File: src/rtl/boolean_sweep_pkg.sv
// rtl/boolean_sweep_pkg.sv - shared types and constants for the boolean_min sweep sequencer
package boolean_sweep_pkg;

    localparam int NUM_VECTORS = 8;
    localparam int IDX_W       = 3;

    typedef enum logic [1:0] {
        IDLE    = 2'd0,
        SETTLE  = 2'd1,
        CAPTURE = 2'd2,
        DONE    = 2'd3
    } state_t;

endpackage

File: src/rtl/boolean_sweep_ctrl.sv
// rtl/boolean_sweep_ctrl.sv - drives all {a,b,c} vectors into boolean_min and checks F against a truth table
module boolean_sweep_ctrl
    import boolean_sweep_pkg::*;
#(
    parameter int SETTLE_CYCLES = 2
) (
    input  logic                   clk,
    input  logic                   rst_n,
    input  logic                   start,
    input  logic [NUM_VECTORS-1:0] expected,
    output logic                   a,
    output logic                   b,
    output logic                   c,
    input  logic                   f,
    output logic                   busy,
    output logic                   done,
    output logic [NUM_VECTORS-1:0] result,
    output logic [NUM_VECTORS-1:0] mismatch,
    output logic                   pass
);

    localparam int CNT_W = $clog2(SETTLE_CYCLES + 1);
    localparam logic [CNT_W-1:0] CNT_LAST = CNT_W'(SETTLE_CYCLES - 1);
    localparam logic [IDX_W-1:0] IDX_LAST = IDX_W'(NUM_VECTORS - 1);

    state_t                 state;
    state_t                 state_next;
    logic [IDX_W-1:0]       idx;
    logic [CNT_W-1:0]       cnt;
    logic [NUM_VECTORS-1:0] expected_q;
    logic [NUM_VECTORS-1:0] result_final;

    always_comb begin
        state_next = state;
        case (state)
            IDLE:    if (start) state_next = SETTLE;
            SETTLE:  if (cnt == CNT_LAST) state_next = CAPTURE;
            CAPTURE: state_next = (idx == IDX_LAST) ? DONE : SETTLE;
            DONE:    state_next = IDLE;
            default: state_next = IDLE;
        endcase
    end

    // Last vector's F merged in so mismatch/pass are already valid in the DONE cycle.
    always_comb begin
        result_final      = result;
        result_final[idx] = f;
    end

    always_ff @(posedge clk or negedge rst_n) begin
        if (!rst_n) begin
            state      <= IDLE;
            idx        <= '0;
            cnt        <= '0;
            expected_q <= '0;
            result     <= '0;
            mismatch   <= '0;
            pass       <= 1'b0;
        end else begin
            state <= state_next;
            case (state)
                IDLE: begin
                    if (start) begin
                        expected_q <= expected;
                        result     <= '0;
                        mismatch   <= '0;
                        pass       <= 1'b0;
                        idx        <= '0;
                        cnt        <= '0;
                    end
                end
                SETTLE: begin
                    if (cnt != CNT_LAST) begin
                        cnt <= cnt + CNT_W'(1);
                    end
                end
                CAPTURE: begin
                    result[idx] <= f;
                    if (idx != IDX_LAST) begin
                        idx <= idx + IDX_W'(1);
                        cnt <= '0;
                    end else begin
                        mismatch <= result_final ^ expected_q;
                        pass     <= (result_final == expected_q);
                    end
                end
                DONE: begin
                    idx <= '0;
                end
                default: begin
                    idx <= '0;
                end
            endcase
        end
    end

    always_comb begin
        {a, b, c} = 3'b000;
        if (state == SETTLE || state == CAPTURE) begin
            {a, b, c} = idx;
        end
    end

    assign busy = (state != IDLE);
    assign done = (state == DONE);

endmodule

File: config.mk
export PLATFORM = sky130hd
export DESIGN_NAME = boolean_sweep_ctrl
export DESIGN_NICKNAME = d
export VERILOG_FILES = /design/src/rtl/boolean_sweep_pkg.sv /design/src/rtl/boolean_sweep_ctrl.sv
export SDC_FILE = /design/constraint.sdc
export NUM_CORES = 1
export LEC_CHECK = 0
export BUFFER_PORTS_ARGS = -buffer_cell sky130_fd_sc_hd__buf_2
export CELL_PAD_IN_SITES_DETAIL_PLACEMENT = 0
export CELL_PAD_IN_SITES_GLOBAL_PLACEMENT = 1
export CORE_ASPECT_RATIO = 0.75
export CORE_MARGIN = 10
export CORE_UTILIZATION = 35
export DETAILED_ROUTE_END_ITERATION = 16
export PLACE_DENSITY = 0.75
export SLEW_MARGIN = 5
export SYNTH_ARGS = -nofsm -noshare
export SYNTH_HDL_FRONTEND = slang
export SYNTH_SLANG_ARGS = --single-unit
export TNS_END_PERCENT = 1
File: constraint.sdc
create_clock -name clk -period 2.65 [get_ports clk]
set_input_delay 0.1325 -clock clk [delete_from_list [all_inputs] [get_ports clk]]
set_output_delay 0.1325 -clock clk [all_outputs]
set_load 0.1 [all_outputs]
==> run summary <==
share of total power in the clock network = 16.7%
cell-internal power = 1.22 mW
met3 Track Usage GR = 3.82%
total CTS buffers = 5
Inst Count DP = 249
H-tree depth = 2
Reg clk slew, reported paths = 0.07 ns
fraction of layout cells with a size suffix above 1 = 30.3%
core area = 4950 um2
HPWL after detailed placement = 3.08 mm
vias in the first global route = 1299
Sw Ratio = 47.9%
Psw = 1.13 mW
Post-Syn Instances = 160
Post-Synth Simple-Gate Area = 14.4%
commonest cells after routing, fill and taps aside = buf_2, dfrtp_1, a22o_1
XOR/XNOR Fraction of Synth Area = 3.87%
min cycle time layout = 2.11 ns
die area = 8480 um2
relative slew slack = 50.8%
final slew viol count = 0
sequential cell fraction of total power = 30.5%
maximum clock frequency = 0.474 GHz
dpl ws = 0.563 ns
global route hottest layer = met1
final WL = 4.11 mm
largest family of logic cells by synthesized area = compound AO/OA/AOI/OAI gates
CTS sink count = 32
CTS root buffer = clkbuf_8
first drt pass iteration count = 4
Final WS setup = 0.542 ns
initial antenna violation count = 0
Combinational Power Share = 52.8%
most common cell after layout, fill and taps aside = buf_2
I/O Buffers = 33
CP arrival = 2.31 ns
1st-iter DRT viols = 82
adder-cell area share of the yosys netlist = 6.22%
status = finished clean
FFs w/ async S/R, synth = 100%
Global Route met2 Usage = 13.8%
Post-Synthesis Net Count = 181
sequential share of the synthesized area = 44.2%
Final GP Congestion = 0.792
Synth warnings = 0
grt ovf = 0
Yosys cell types = 40
Worst VDD drop = 0.725 mV
average wire per standard cell = 15.9 um
Crit path required time = 2.85 ns
Vias = 1357
area delta synth->final = 17.0%
CTS tree = built
Post-DP Area = 2020 um2
DIE HEIGHT = 82.3 um
RSZ-0062 raised after global routing = no
worst hold margin = 0.0769 ns
Synth Area in Compound Gates = 18.0%
Slew @ Worst Pin = 0.738 ns
final count of hold timing violations = 0
Worst Skew = 0.00691 ns
WS Path Type = register to register
CP Max Fanout = 14
Yosys reg bits = 32
Crit. End Element = register
Setup TNS = 0 ns
Setup Fix Bufs, Post-CTS = 0
max cap viols = 0
Routed Antenna Nets = 0
Hold Path Class = input pin to register
FP Rows = 22
Final Instance Area = 2120 um2
die width = 103 um
met1 Resource Use GR = 14.6%
post-synthesis cell area = 1810 um2
Final Non-Filler Cells = 258
deepest clock path buffer count = 2
total I/O pin count = 34
EDFF count, synth = 0
drt via density = 5.26
nets = 218
GRT Util Overall = 10.1%
first-pass GRT wire length = 6.74 mm
Lkg Pwr = 1.08 nW
fin crit share = 79.5%
Syn Area/Cell = 11.3 um2
prevailing post-synth register cell = dfrtp_1
DRC Markers = 0
Clock Latency Late Sink = 0.28 ns
multiplexer share of the synthesized area = 8.36%
diodes inserted = 0
largest net degree at the start of global routing = 33
Worst setup SP type = register
pwr/cell area = 1110 nW/um2
final setup fails = 0
Initial Util = 36.5%
## registers in the layout, indices dropped and copies added, names as in the netlist
signal / count
mismatch: 8
expected_q: 8
idx: 3
state: 2
result: 8
cnt: 2
pass: 1
## cells in the mapped netlist (2+ instances only)
cell type | count | area, um2
and2_1 | 3 | 18.8
a21oi_1 | 5 | 25.0
dfrtp_1 | 32 | 801
nand3_1 | 3 | 15.0
o21ai_0 | 9 | 45.0
xnor2_1 | 8 | 70.1
nand2b_1 | 5 | 31.3
nand3b_1 | 3 | 22.5
o31ai_1 | 2 | 15.0
buf_6 | 3 | 33.8
ha_1 | 9 | 113
nand3b_4 | 2 | 40.0
buf_4 | 2 | 15.0
nor3_1 | 4 | 20.0
inv_1 | 7 | 26.3
mux2_2 | 9 | 101
buf_2 | 2 | 10.0
a22o_1 | 18 | 158
nand2_1 | 7 | 26.3
nor2_1 | 3 | 11.3
mux2i_1 | 5 | 50.1
## routing by layer
layer  vias up  routed length (um)
li1        666                   -
met1       661                2150
met2        28                1680
met3         2                 275
met4         0                   7
met5         -                   0
## power by group through the flow
stage | Combinational, mW | Sequential (mW) | Clock, mW
5_1_grt | 1.36 | 0.739 | 0.418
2_1_floorplan | 0.873 | 0.877 | 0
4_1_cts | 1.25 | 0.718 | 0.401
3_5_place_dp | 1.24 | 0.727 | 0
6_report | 1.24 | 0.717 | 0.392
3_3_place_gp | 1.25 | 0.723 | 0
## timing repair
item	in CTS	in global routing
endpoints found under the hold margin	32	0
endpoints found under the setup margin	0	0
hold buffers	1	0
resized for setup	0	0
## layout make-up
class,instances,area (um2)
sequential,32,801
tap,60,75.1
multi-input combinational,113,921
clock buffer,8,90.1
timing repair buffer,38,205
inverter,7,26.3
fill,493,2840
## worst max-delay path: stages, from the launching register on
cell and delay (ns):
dfrtp_1 0.42, inv_1 0.11, ha_1 0.39, nand2_1 0.25, nand3b_1 0.16, or4b_2 0.61, o21ai_0 0.09
## worst paths after layout
path | slack (ns) | startpoint | cells after the start | endpoint
worst max register to register | 0.54 | state[0] | 6 | cnt[1]
worst min register to register | 0.50 | mismatch[0] | 1 | mismatch[0]
min in group asynchronous | 0.44 | rst_n | 2 | result[4]
worst min-delay path | 0.08 | expected[4] | 2 | expected_q[4]
max in group asynchronous | 1.73 | rst_n | 2 | mismatch[7]
worst max-delay path | 0.54 | state[0] | 6 | cnt[1]
## per-stage QoR
| step | power (mW) | utilization (%) |
|---|---|---|
| after detailed placement | 1.97 | 40.7 |
| after global routing | 2.52 | 42.8 |
| after CTS | 2.37 | 42.8 |
| final | 2.35 | 42.8 |
| after floorplan | 1.75 | - |
| after global placement | 1.97 | 40.7 |
## cell families after synthesis
group | Yosys count
flops | 32
buf+inv | 15
mux | 14
fa+ha+maj | 9
xor+xnor | 8
simple gates | 38
compound gates | 44
No activity file was read; power rests on OpenSTA's default activity.
